**config.mk**
```make
export PLATFORM = sky130hd
export DESIGN_NAME = debouncer_bank
export DESIGN_NICKNAME = d
export VERILOG_FILES = /design/src/rtl/debouncer_bank.sv
export SDC_FILE = /design/constraint.sdc
export NUM_CORES = 1
export LEC_CHECK = 0
export ABC_AREA = 1
export ABC_CLOCK_PERIOD_IN_PS = 3050
export BUFFER_PORTS_ARGS = -buffer_cell sky130_fd_sc_hd__buf_4
export CAP_MARGIN = 20
export CELL_PAD_IN_SITES_DETAIL_PLACEMENT = 1
export CELL_PAD_IN_SITES_GLOBAL_PLACEMENT = 1
export CORE_MARGIN = 2
export CORE_UTILIZATION = 40
export DETAILED_ROUTE_END_ITERATION = 8
export GPL_TIMING_DRIVEN = 0
export PLACE_DENSITY = 0.72
export SETUP_SLACK_MARGIN = 0.2
export SLEW_MARGIN = 5
export SYNTH_ARGS = -nofsm -noshare
export SYNTH_HDL_FRONTEND = slang
export SYNTH_SLANG_ARGS = --single-unit
```
**constraint.sdc**
```tcl
create_clock -name clk -period 3.05 [get_ports clk]
set_input_delay 0.1525 -clock clk [delete_from_list [all_inputs] [get_ports clk]]
set_output_delay 0.1525 -clock clk [all_outputs]
set_load 0.01 [all_outputs]
```
**src/rtl/debouncer_bank.sv**
```systemverilog
// debouncer_bank: N-channel input conditioner for raw board pins.
// Each channel synchronises its pin, requires 2^COUNTER_BITS consecutive
// enabled mismatch samples before the debounced level follows, and emits
// one-cycle rise/fall strobes when the level changes.
module debouncer_bank #(
  parameter int                  CHANNELS     = 2,
  parameter int                  COUNTER_BITS = 5,
  parameter int                  SYNC_STAGES  = 2,
  parameter logic [CHANNELS-1:0] RESET_VALUE  = '1
) (
  input  logic                clk,
  input  logic                resetN,
  input  logic                sampleEn,
  input  logic [CHANNELS-1:0] in,
  output logic [CHANNELS-1:0] out,
  output logic [CHANNELS-1:0] rise,
  output logic [CHANNELS-1:0] fall,
  output logic [CHANNELS-1:0] busy
);

  localparam logic [COUNTER_BITS-1:0] CNT_MAX = '1;

  // Synchroniser chain; stage 0 is the only reader of the raw pins.
  logic [CHANNELS-1:0] r_sync [SYNC_STAGES];
  logic [CHANNELS-1:0] w_s;

  // Shift raw pins through the synchroniser, preset to the idle level.
  always_ff @(posedge clk or negedge resetN) begin
    if (!resetN) begin
      for (int k = 0; k < SYNC_STAGES; k++) begin
        r_sync[k] <= RESET_VALUE;
      end
    end else begin
      r_sync[0] <= in;
      for (int k = 1; k < SYNC_STAGES; k++) begin
        r_sync[k] <= r_sync[k-1];
      end
    end
  end

  assign w_s = r_sync[SYNC_STAGES-1];

  for (genvar g = 0; g < CHANNELS; g++) begin : g_ch
    logic [COUNTER_BITS-1:0] r_cnt;
    logic                    r_out;
    logic                    r_rise;
    logic                    r_fall;
    logic                    w_diff;

    assign w_diff = w_s[g] ^ r_out;

    // Stability counter: any matching sample restarts the window; the
    // level only moves on the enabled sample that finds the counter full,
    // so the counter can never wrap.
    always_ff @(posedge clk or negedge resetN) begin
      if (!resetN) begin
        r_cnt  <= '0;
        r_out  <= RESET_VALUE[g];
        r_rise <= 1'b0;
        r_fall <= 1'b0;
      end else begin
        r_rise <= 1'b0;
        r_fall <= 1'b0;
        if (!w_diff) begin
          r_cnt <= '0;
        end else if (sampleEn) begin
          if (r_cnt == CNT_MAX) begin
            r_out  <= w_s[g];
            r_cnt  <= '0;
            r_rise <= w_s[g];
            r_fall <= ~w_s[g];
          end else begin
            r_cnt <= r_cnt + 1'b1;
          end
        end
      end
    end

    assign out[g]  = r_out;
    assign rise[g] = r_rise;
    assign fall[g] = r_fall;
    // Pending change: synchronised level disagrees with the debounced one.
    assign busy[g] = w_diff;
  end

endmodule

```
Yosys cells after proc, flatten, opt, wreduce, memory -nomap -nowiden
Index checks and enable logic that the tools add are counted.
Widths: inputs -> output; s select.
{ "word_totals": {"ff_bits": 20, "output_inout_bits": 8, "wordCells": 40} }
{ "op_classes": {"addsub": 2, "n_eq_ne": 4, "muxes": 18, "bitwise": 4, "reduce_logical": 2} }
{ "op_table": {"columns": ["operator", "n"], "rows": [
  ["$mux 5", 6],
  ["$mux 1", 12],
  ["$add 5x1->5 const B", 2],
  ["$eq 5x5->1 const B", 2],
  ["$reduce_and 3->1", 2],
  ["$ne 2x2->1 const B", 2],
  ["$not 1->1", 2],
  ["$xor 1x1->1", 2]
]} }

Longest topological paths before layout
Gate-level depths: netlist of the first run.
{ "logic_depth": {"depth_word": 4, "mapped_depth": 7, "depth_no_buf": 7} }

Worst setup path after synthesis of the first run
Ideal clock, no wire load.
{ "synth_path": {"path_kind": "register to register", "startpoint": "register g_ch[1].r_cnt[0]", "endpoint": "register g_ch[1].r_cnt[0]", "setup_ns": 0.074, "arrival_time_ns": 1.236, "required_ns": 2.976, "slack_ns": 1.739, "path_stages_with_launch": 8, "n_path_buf": 0, "cell_sequence": "dfrtp_1 ha_1 nand2_1 nor2_1 ha_1 inv_1 nand4_2 o21ai_2"} }
{ "synth_between": {"elab_chain_len": 4, "elab_cells_between_ends": 5, "classes_between": "add/sub (1); eq/ne (1); mux (3)"} }
{ "synth_rtl": {"columns": ["element", "line_no", "rtl"], "rows": [
  ["from (decl)", "44", "logic [COUNTER_BITS-1:0] r_cnt;"],
  ["from (signal assigned)", "73", "r_cnt <= r_cnt + 1'b1;"],
  ["$add 5x1->5 or $eq 5x5->1 (tied branches)", "73, 67", null],
  ["$mux 5 (*)", "67", "if (r_cnt == CNT_MAX) begin"],
  ["$mux 5 (*)", "66", "end else if (sampleEn) begin"],
  ["$mux 5 (*)", "64", "if (!w_diff) begin"]
]} }
Mark *: on every way between the ends. The rest lies on a longest branch, timed or not. The select of a mux whose other input is x is not followed.
A chain may end at the register's enable or synchronous reset.

Final worst setup path of the first run
{ "layout_path": {"startpoint": "register g_ch[0].r_out", "endpoint": "output port busy[0]"} }
{ "layout_between": {"elab_chain_len": 1} }
{ "layout_rtl": {"columns": ["element", "line_no", "rtl"], "rows": [
  ["from (decl)", "45", "logic r_out;"],
  ["from (signal assigned)", "58", "r_out <= RESET_VALUE[g];"],
  ["from (signal assigned)", "68", "r_out <= w_s[g];"],
  ["$xor 1x1->1", "50", "assign w_diff = w_s[g] ^ r_out;"],
  ["to (decl)", "18", "output logic [CHANNELS-1:0] busy"]
]} }
No other way between the ends.

==> reports/results.ini, run 1 <==
[yosys]
synth_fp_nets = 118
synth_ff_type = dfrtp_1
syn_area_sq_um = 987
synth_largest_area_cell = dfrtp_1
synth_commonest_cells = nand2_1, dfrtp_1, inv_1, buf_4
netlist.area_leader.share_pct = 35.5
synth_enable_flop_cells = 0
ys_top_cells_by_area = dfrtp_1, dfstp_2, nand2_1
avgSynthCellArea_sq_um = 9.06
ys_types = 18
netlist_instances = 109
yosysSeqAreaShare_pct = 51.5
yosysWarnings = 0
async_reset_ff_share_pct = 100
synth.most_common_cell = nand2_1
ys_ff_latch = 20

[power_and_ir_drop]
pwr-share-seq_pct = 59.4
power.net_switching_w = 0.000111
p_comb_share_pct = 8.5
power_switching_share_pct = 23.3
p_per_area_nw_per_um2 = 403
p_clk_share_pct = 32.1
cellLeakagePower_nw = 0.628
vdd_drop_max_mv = 0.274
internal_power_w = 0.000365

[place]
io_buffers = 12
hpwl_um = 1430
post_dp_cell_area_sq_um = 1110
gp_congestion = 0.777
pre_cts_ws_ns = 1.61

[worst_setup_path]
path_class = register to output pin
cp-start-kind = register
cp-end-kind = output pin
worstPathRequired_ns = 2.90
path_max_fanout = 5
cp.arrival_ns = 1.43

[sta]
finalSetupViolCount = 0
slew_violations = 0
worst_pin_slew_ns = 0.254
max_freq_ghz = 0.631
min_period_ns = 1.59
hold_viol_final = 0
rsz0062_at_grt = no
fin_crit_sh_pct = 52.0
slew-limit-headroom_pct = 83.0
setup_tns_ns = 0
setup_slack_ns = 1.46
clock_skew_ns = 0.00651

[detailed_routing]
drtPass1Iterations = 3
drt_iter0_drc = 6
ant_nets = 0
vias_per_cell = 4.85
vias = 767
wl_per_cell_um = 11.9
drc_errors = 0
totalWireLength_um = 1870

[final_layout]
ff_latch_area_sq_um = 508
multi_input_area_sq_um = 355
drive_above_1_share_pct = 31.3
final.fill_count = 303
stdcell_area_sq_um = 1180
fin_nets = 138
diodes = 0
area_growth_pct = 19.6

[cts]
htree_levels = 1
root_buffer = clkbuf_4
ctsResizeCount = 0
clkTransAtPathRegs_ns = 0.11
cts_made_buffers = 3
cts_tree = yes
clkLatencyLatePin_ns = 0.30
cts_buffer_depth = 2
cts_num_sinks = 20

[global_route]
antenna_found_initial = 0
grt_max_degree = 21
grt_pass1_wl_um = 3170
track_usage_pct = 15.5
grt-ovfl-total = 0
grt_pass1_vias = 802

[floorplan]
die_w_um = 53.7
core-area_sq_um = 2410
row_count = 18
die-area_sq_um = 2880
dieHeight_um = 53.7
ioPinCount = 13
start_util_pct = 41.0

[run]
maxCapViolations = 0

[hold_path]
min_path_type = primary input to register

[run_status]
outcome = completed

[registers in the layout (all words and copies together), names as in the netlist]
| register | cells |
|---|---|
| w_s | 2 |
| g_ch.r_out | 2 |
| r_sync | 2 |
| g_ch.r_rise | 2 |
| g_ch.r_fall | 2 |
| g_ch.r_cnt | 10 |
[final timing paths]
check	start	slack [ns]	depth (start not counted)	endpoint
worst max register to register	g_ch[0].r_cnt[0]	1.60	7	g_ch[0].r_cnt[2]
worst max-delay path	g_ch[0].r_out	1.46	6	busy[0]
worst min register to register	r_sync[3]	0.36	0	w_s[1]
min in group asynchronous	resetN	0.26	2	g_ch[1].r_fall
max in group asynchronous	resetN	2.52	2	r_sync[3]
worst min-delay path	sampleEn	0.16	3	g_ch[1].r_fall
[logic make-up (layout without fill, tap and decap cells)]
kind of cell | Yosys count | in the layout | share of synthesized area (%)
buf+inv | 23 | 42 | 12.5
flops | 20 | 20 | 51.5
fa+ha+maj | 4 | 4 | 5.07
compound gates | 6 | 6 | 4.06
xor+xnor | 2 | 2 | 1.77
simple gates | 54 | 54 | 25.1
[stage by stage]
step / total power, W / instances / hold slack, ns / util, %
global placement: 0.000324 / 151 / 0.0443 / 46.3
floorplan: 0.000307 / 109 / -0.143 / -
finish: 0.000476 / 158 / 0.157 / 49.0
global route: 0.000504 / 158 / 0.184 / 49.0
detailed placement: 0.000327 / 151 / 0.0458 / 46.3
CTS: 0.000488 / 158 / 0.144 / 49.0
[cell type report]
cell class | instances | area share (%)
Tap cell | 30 | 3.18
Sequential cell | 20 | 43.0
Buffer | 9 | 6.04
Timing Repair Buffer | 15 | 10.2
Inverter | 14 | 4.45
Clock buffer | 4 | 3.07
Multi-Input combinational cell | 66 | 30.1
[layout by cell type, fill, tap and decap left out]
| master | count |
|---|---|
| clkbuf_4 | 3 |
| ha_1 | 4 |
| inv_1 | 12 |
| dfrtp_1 | 14 |
| nand2_2 | 2 |
| nor2_2 | 2 |
| nand4_2 | 1 |
| inv_2 | 2 |
| xnor2_1 | 2 |
| nand2_1 | 29 |
| o21ai_2 | 2 |
| dlygate4sd3_1 | 3 |
| buf_4 | 20 |
| a31oi_1 | 2 |
| dfstp_2 | 6 |
| clkbuf_8 | 1 |
| o21ai_1 | 2 |
| nor2_1 | 6 |
| nand3_1 | 7 |
| nand4_1 | 7 |
| buf_6 | 1 |
[repair_timing]
| item | in CTS | in global routing |
|---|---|---|
| setup buffers | 0 | 0 |
| hold buffers | 3 | 0 |
| hold endpoints to repair | 22 | 0 |
[power by group through the flow]
| stage | Combinational, W | Sequential [W] | Clock [W] |
|---|---|---|---|
| 2_1_floorplan | 0.0000213 | 0.000286 | 0 |
| 4_1_cts | 0.0000421 | 0.000283 | 0.000163 |
| 3_3_place_gp | 0.0000374 | 0.000287 | 0 |
| 6_report | 0.0000405 | 0.000283 | 0.000153 |
| 5_1_grt | 0.0000469 | 0.000284 | 0.000173 |
| 3_5_place_dp | 0.0000389 | 0.000288 | 0 |
[worst max-delay path, cell delays in order (launching register included)]
cell	delay [ns]
dfstp_2	0.59
inv_1	0.07
nand2_2	0.07
nand2_1	0.08
inv_1	0.11
buf_4	0.11
buf_4	0.10
[per-layer routing]
metal  up-vias  track usage, %  wire length (um)
li1        378               -                 -
met1       376            18.0               849
met2        11            27.2               938
met3         2            2.78                62
met4         0            7.26                23
met5         -               0                 0
No activity file was read; power rests on OpenSTA's default activity.
==> run 2, diff against run 1 <==
--- a/config.mk
+++ b/config.mk
@@ -5,17 +5,17 @@
 export SDC_FILE = /design/constraint.sdc
 export NUM_CORES = 1
 export LEC_CHECK = 0
-export ABC_AREA = 1
-export ABC_CLOCK_PERIOD_IN_PS = 3050
+export ABC_AREA = 0
+export ABC_CLOCK_PERIOD_IN_PS = 1400
 export BUFFER_PORTS_ARGS = -buffer_cell sky130_fd_sc_hd__buf_4
 export CAP_MARGIN = 20
 export CELL_PAD_IN_SITES_DETAIL_PLACEMENT = 1
 export CELL_PAD_IN_SITES_GLOBAL_PLACEMENT = 1
 export CORE_MARGIN = 2
-export CORE_UTILIZATION = 40
+export CORE_UTILIZATION = 39
 export DETAILED_ROUTE_END_ITERATION = 8
 export GPL_TIMING_DRIVEN = 0
-export PLACE_DENSITY = 0.72
+export PLACE_DENSITY = 0.71
 export SETUP_SLACK_MARGIN = 0.2
 export SLEW_MARGIN = 5
 export SYNTH_ARGS = -nofsm -noshare
==> constraint.sdc (replaced) <==
create_clock -name clk -period 1.4 [get_ports clk]
set_input_delay 0.07 -clock clk [delete_from_list [all_inputs] [get_ports clk]]
set_output_delay 0.07 -clock clk [all_outputs]
set_load 0.01 [all_outputs]
==> reports/results.ini, run 2 <==
[floorplan]
ioPinCount = 13
die_w_um = 53.1
die-area_sq_um = 2810
row_count = 17
core-area_sq_um = 2230
dieHeight_um = 53.1
start_util_pct = 42.0

[final_layout]
largest-register = g_ch.r_cnt
diodes = 0
layout_commonest_cell = buf_4
final.fill_count = 238
largest_register_ffs = 10
multi_input_area_sq_um = 472
final_util_pct = 66.6
stdcell_count = 151
fin_nets = 133
ff_latch_area_sq_um = 508
area_growth_pct = 58.5
final_cell_mix = buf_4, dfrtp_1, buf_6
drive_above_1_share_pct = 63.4

[detailed_routing]
totalWireLength_um = 2540
vias = 742
drc_errors = 0
drtPass1Iterations = 4
vias_per_cell = 4.91
ant_nets = 0
wl_per_cell_um = 16.8
drt_iter0_drc = 4

[worst_setup_path]
cp_slowest_cell = dfrtp_1
r2r_start = g_ch[0].r_cnt[0]
cp.arrival_ns = 1.76
path_cells = ha_2 -> and3_4 -> ha_4 -> and4bb_2 -> a21oi_2 -> nor2_1
crit_buf_inv = 0
cp.depth = 6
cp-end-kind = register
cp_top_family = simple AND/OR/NAND/NOR gates
path_class = register to register
worstPathRequired_ns = 1.64
timing.rr.end = g_ch[0].r_cnt[2]
path_max_fanout = 4
r2r_cells = 6
cp-start-kind = register
r2r_slack_ns = -0.12
cp_slowest_stage_delay_ns = 0.42

[yosys]
syn_area_sq_um = 938
ys_types = 19
async_reset_ff_share_pct = 100
avgSynthCellArea_sq_um = 11.6
synth_enable_flop_cells = 0
synth_largest_area_cell = dfrtp_1
synth_fp_nets = 90
synth_commonest_cells = dfrtp_1, buf_4, nor2_1, dfstp_2, nor3b_1
yosysSeqAreaShare_pct = 54.1
yosysWarnings = 0
synth.most_common_cell = dfrtp_1
netlist.area_leader.share_pct = 37.3
ys_top_cells_by_area = dfrtp_1, dfstp_2, buf_4
netlist_instances = 81
ys_ff_latch = 20
synth_ff_type = dfrtp_1

[cts]
clkLatencyLatePin_ns = 0.31
cts_num_sinks = 20
cts_tree = yes
clkTransAtPathRegs_ns = 0.12
root_buffer = clkbuf_4
cts_buffer_depth = 2
htree_levels = 1
cts_made_buffers = 3

[global_route]
grt_pass1_wl_um = 3630
track_usage_pct = 18.8
grt_max_degree = 21
grt-ovfl-total = 0
antenna_found_initial = 0
grt_pass1_vias = 768

[sta]
slew_violations = 0
slew-limit-headroom_pct = 81.9
clock_skew_ns = 0.000871
max_freq_ghz = 0.657
finalSetupViolCount = 6
worst_pin_slew_ns = 0.272
min_period_ns = 1.52
worst_hold_slack_ns = 0.0987
setup_slack_ns = -0.122
hold_viol_final = 0
fin_crit_sh_pct = 109
rsz0062_at_grt = yes

[run_status]
outcome = complete, but fails checks
violations = negative setup slack

[power_and_ir_drop]
p_per_area_nw_per_um2 = 831
cellLeakagePower_nw = 0.717
vdd_drop_max_mv = 1.16

[hold_path]
min_path_type = primary input to register
holdPathStages = 3
hold_path_end = g_ch[1].r_fall
hp-start = sampleEn

[place]
dp.cells = 121
io_buffers = 12
hpwl_um = 1220
gp_congestion = 0.677

[run]
maxCapViolations = 0

## run 2: cell type report
class / instances / area share (%)
buffer: 9 / 5.80
tap: 28 / 2.35
clock inverter: 1 / 2.02
multi-input combinational: 49 / 31.7
sequential: 20 / 34.1
timing repair buffer: 38 / 21.7
inverter: 3 / 0.757
clock buffer: 3 / 1.51
## run 2: tightest hold or removal path: cells and delay by family
family / cells / cell delay, ns
buf+inv: 1 / 0.16
simple gates: 2 / 0.16
## run 2: logic make-up after synthesis
group	count (synthesis)	share of synthesized area (%)
DFF	20	54.1
and+or+nand+nor	27	16.5
muxes	7	8.53
buffers and inverters	12	8.80
xor gates and xnor gates	2	1.87
AOI/OAI and AO/OA	9	4.80
adders and majority gates	4	5.33
## run 2: per-stage QoR
| stage | setup WS (ns) | cell area, sq um | setup TNS [ns] | total power [W] |
|---|---|---|---|---|
| 2_1_floorplan | 0.0363 | 983 | 0 | 0.000659 |
| 3_3_place_gp | -0.0444 | 1110 | -0.120 | 0.000696 |
| 3_5_place_dp | -0.0817 | 1110 | -0.204 | 0.000701 |
| 4_1_cts | -0.00915 | 1380 | -0.0228 | 0.00122 |
| 5_1_grt | -0.161 | 1490 | -0.746 | 0.00128 |
| 6_report | -0.122 | 1490 | -0.186 | 0.00124 |
## run 2: how the worst max path moves through the flow
stage / from / to / slack (ns)
after detailed placement: g_ch[1].r_cnt[0] / g_ch[1].r_cnt[2] / -0.08
after CTS: g_ch[1].r_cnt[0] / g_ch[1].r_cnt[2] / -0.009
after floorplan: g_ch[1].r_cnt[0] / g_ch[1].r_cnt[2] / 0.04
final: g_ch[0].r_cnt[0] / g_ch[0].r_cnt[2] / -0.12
after global placement: g_ch[1].r_cnt[0] / g_ch[1].r_cnt[2] / -0.04
after global routing: g_ch[0].r_cnt[1] / g_ch[0].r_cnt[2] / -0.16
## run 2: routing by layer
layer | track usage (%) | vias up | share of wire (%)
li1 | - | 357 | -
met1 | 21.0 | 369 | 39
met2 | 34.0 | 11 | 57
met3 | 3.67 | 5 | 2.3
met4 | 8.55 | 0 | 1.8
met5 | 0 | - | 0
## run 2: what timing repair did
item,in CTS,in global routing
endpoints found under the setup margin,18,19
hold buffers,3,0
hold endpoints to repair,22,0
pin swaps,4,8
resized for setup,21,9
buffers inserted,13,10
## run 2: where the power goes
| group | switching, W | internal, W |
|---|---|---|
| clock | 0.000193 | 0.000290 |
| sequential | 0.0000136 | 0.000597 |
| combinational | 0.0000665 | 0.0000770 |
| total | 0.000273 | 0.000964 |
==> run 3, diff against run 2 <==
--- a/config.mk
+++ b/config.mk
@@ -11,12 +11,11 @@
 export CAP_MARGIN = 20
 export CELL_PAD_IN_SITES_DETAIL_PLACEMENT = 1
 export CELL_PAD_IN_SITES_GLOBAL_PLACEMENT = 1
-export CORE_MARGIN = 2
+export CORE_MARGIN = 3
 export CORE_UTILIZATION = 39
 export DETAILED_ROUTE_END_ITERATION = 8
 export GPL_TIMING_DRIVEN = 0
 export PLACE_DENSITY = 0.71
-export SETUP_SLACK_MARGIN = 0.2
 export SLEW_MARGIN = 5
 export SYNTH_ARGS = -nofsm -noshare
 export SYNTH_HDL_FRONTEND = slang
==> reports/results.ini, run 3 (synthesis gave the netlist of run 2 again) <==
[run_status]
violations = negative setup slack
outcome = complete, but fails checks

[place]
gp_congestion = 0.641
dp.cells = 121
hpwl_um = 1150
io_buffers = 12

[global_route]
grt-ovfl-total = 0
grt_pass1_wl_um = 3390
grt_max_degree = 21
grt_pass1_vias = 731
antenna_found_initial = 0
track_usage_pct = 16.1

[floorplan]
row_count = 17
dieHeight_um = 55.1
core-area_sq_um = 2250
die-area_sq_um = 3030
die_w_um = 55.1
start_util_pct = 41.6
ioPinCount = 13

[cts]
htree_levels = 1
clkLatencyLatePin_ns = 0.31
cts_num_sinks = 20
cts_made_buffers = 3
cts_tree = yes
root_buffer = clkbuf_4
clkTransAtPathRegs_ns = 0.13
cts_buffer_depth = 2

[power_and_ir_drop]
power_switching_share_pct = 21.0
power.net_switching_w = 0.000253
p_comb_share_pct = 10.1
pwr-share-seq_pct = 50.7
vdd_drop_max_mv = 1.03
p_per_area_nw_per_um2 = 888
cellLeakagePower_nw = 0.656
internal_power_w = 0.000952
p_clk_share_pct = 39.2

[sta]
max_freq_ghz = 0.659
rsz0062_at_grt = yes
fin_crit_sh_pct = 108
finalSetupViolCount = 4
clock_skew_ns = 0.0171
setup_slack_ns = -0.118
hold_viol_final = 0
worst_pin_slew_ns = 0.262
min_period_ns = 1.52
slew_violations = 0
slew-limit-headroom_pct = 82.5
worst_hold_slack_ns = 0.0861

[detailed_routing]
ant_nets = 0
vias = 708
drt_iter0_drc = 1
wl_per_cell_um = 15.7
drtPass1Iterations = 2
totalWireLength_um = 2170
drc_errors = 0
vias_per_cell = 5.13

[worst_setup_path]
cp-end-kind = register
path_class = register to register
r2r_start = g_ch[0].r_cnt[0]
timing.rr.end = g_ch[0].r_cnt[2]
cp-start-kind = register
r2r_cells = 6
cp.arrival_ns = 1.71
worstPathRequired_ns = 1.60
r2r_slack_ns = -0.12
path_max_fanout = 4

[final_layout]
diodes = 0
drive_above_1_share_pct = 57.3
multi_input_area_sq_um = 472
ff_latch_area_sq_um = 508
layout_commonest_cell = buf_4
largest_register_ffs = 10
area_growth_pct = 44.5
fin_nets = 120
stdcell_count = 138
final_cell_mix = buf_4, dfrtp_1, nor2_1
largest-register = g_ch.r_cnt
final.fill_count = 239

[hold_path]
min_path_type = primary input to register
holdPathStages = 3
hold_path_end = g_ch[1].r_fall
hp-start = sampleEn

[run]
maxCapViolations = 0

## run 3: cell count changes in the layout (fill, tap and decap cells not counted), moves of 2 or more
cell,change
buf_4,-4
buf_6,-9
nor3_1,+2
nor3_2,-2
## run 3: final cells by class
type	instances	area share [%]
clock buffers	3	1.66
clock inverters	1	2.21
multi-input cells	49	34.8
inverters	3	0.830
flip-flops and latches	20	37.5
repair buffers	27	16.3
well taps	28	2.58
plain buffers	7	4.15
## run 3: what timing repair did
item / in CTS / in global routing
buffers inserted: 7 / 5
setup endpoints to repair: 11 / 13
resized for setup: 13 / 12
pin swaps: 5 / 5
hold buffers: 3 / 0
endpoints found under the hold margin: 22 / 0
## run 3: critical path, cell delays in order, from the launching register on
cell	delay, ns
dfrtp_1	0.43
ha_2	0.22
and3_4	0.20
ha_4	0.16
and4bb_2	0.24
a21oi_2	0.11
nor2_1	0.05
## run 3: worst max-delay path by stage
stage                           startpoint                to  slack [ns]  cells after the start
after floorplan           g_ch[1].r_cnt[0]  g_ch[1].r_cnt[2]       0.002                      6
after global placement    g_ch[0].r_cnt[0]  g_ch[0].r_cnt[2]       -0.09                      6
after detailed placement  g_ch[1].r_cnt[0]  g_ch[1].r_cnt[2]       -0.11                      6
after CTS                 g_ch[0].r_cnt[0]     g_ch[0].r_out       -0.07                      5
after global routing      g_ch[0].r_cnt[0]  g_ch[0].r_cnt[2]       -0.20                      6
final                     g_ch[0].r_cnt[0]  g_ch[0].r_cnt[2]       -0.12                      6
## run 3: per-stage QoR
step / total power [W] / instance area, sq um / util, % / setup WS, ns / setup TNS [ns]
after CTS: 0.00121 / 1300 / 57.5 / -0.0662 / -0.141
final: 0.00120 / 1360 / 60.2 / -0.118 / -0.251
after detailed placement: 0.000699 / 1080 / 47.8 / -0.109 / -0.346
after global routing: 0.00126 / 1360 / 60.2 / -0.199 / -0.557
after global placement: 0.000696 / 1080 / 47.8 / -0.0904 / -0.283
after floorplan: 0.000659 / 953 / - / 0.00179 / 0
## run 3: power by group through the flow
stage	clock network [W]	registers (W)	logic, W
finish	0.000472	0.000611	0.000122
global route	0.000512	0.000614	0.000135
CTS	0.000486	0.000611	0.000109
detailed placement	0	0.000620	0.0000784
global placement	0	0.000619	0.0000768
floorplan	0	0.000617	0.0000418
## run 3: per-layer routing
metal,global-route usage (%),vias to the layer above,share of wire [%]
li1,-,331,-
met1,18.8,361,43
met2,28.3,14,51
met3,5.63,2,4.6
met4,3.64,0,0.97
met5,0,-,0
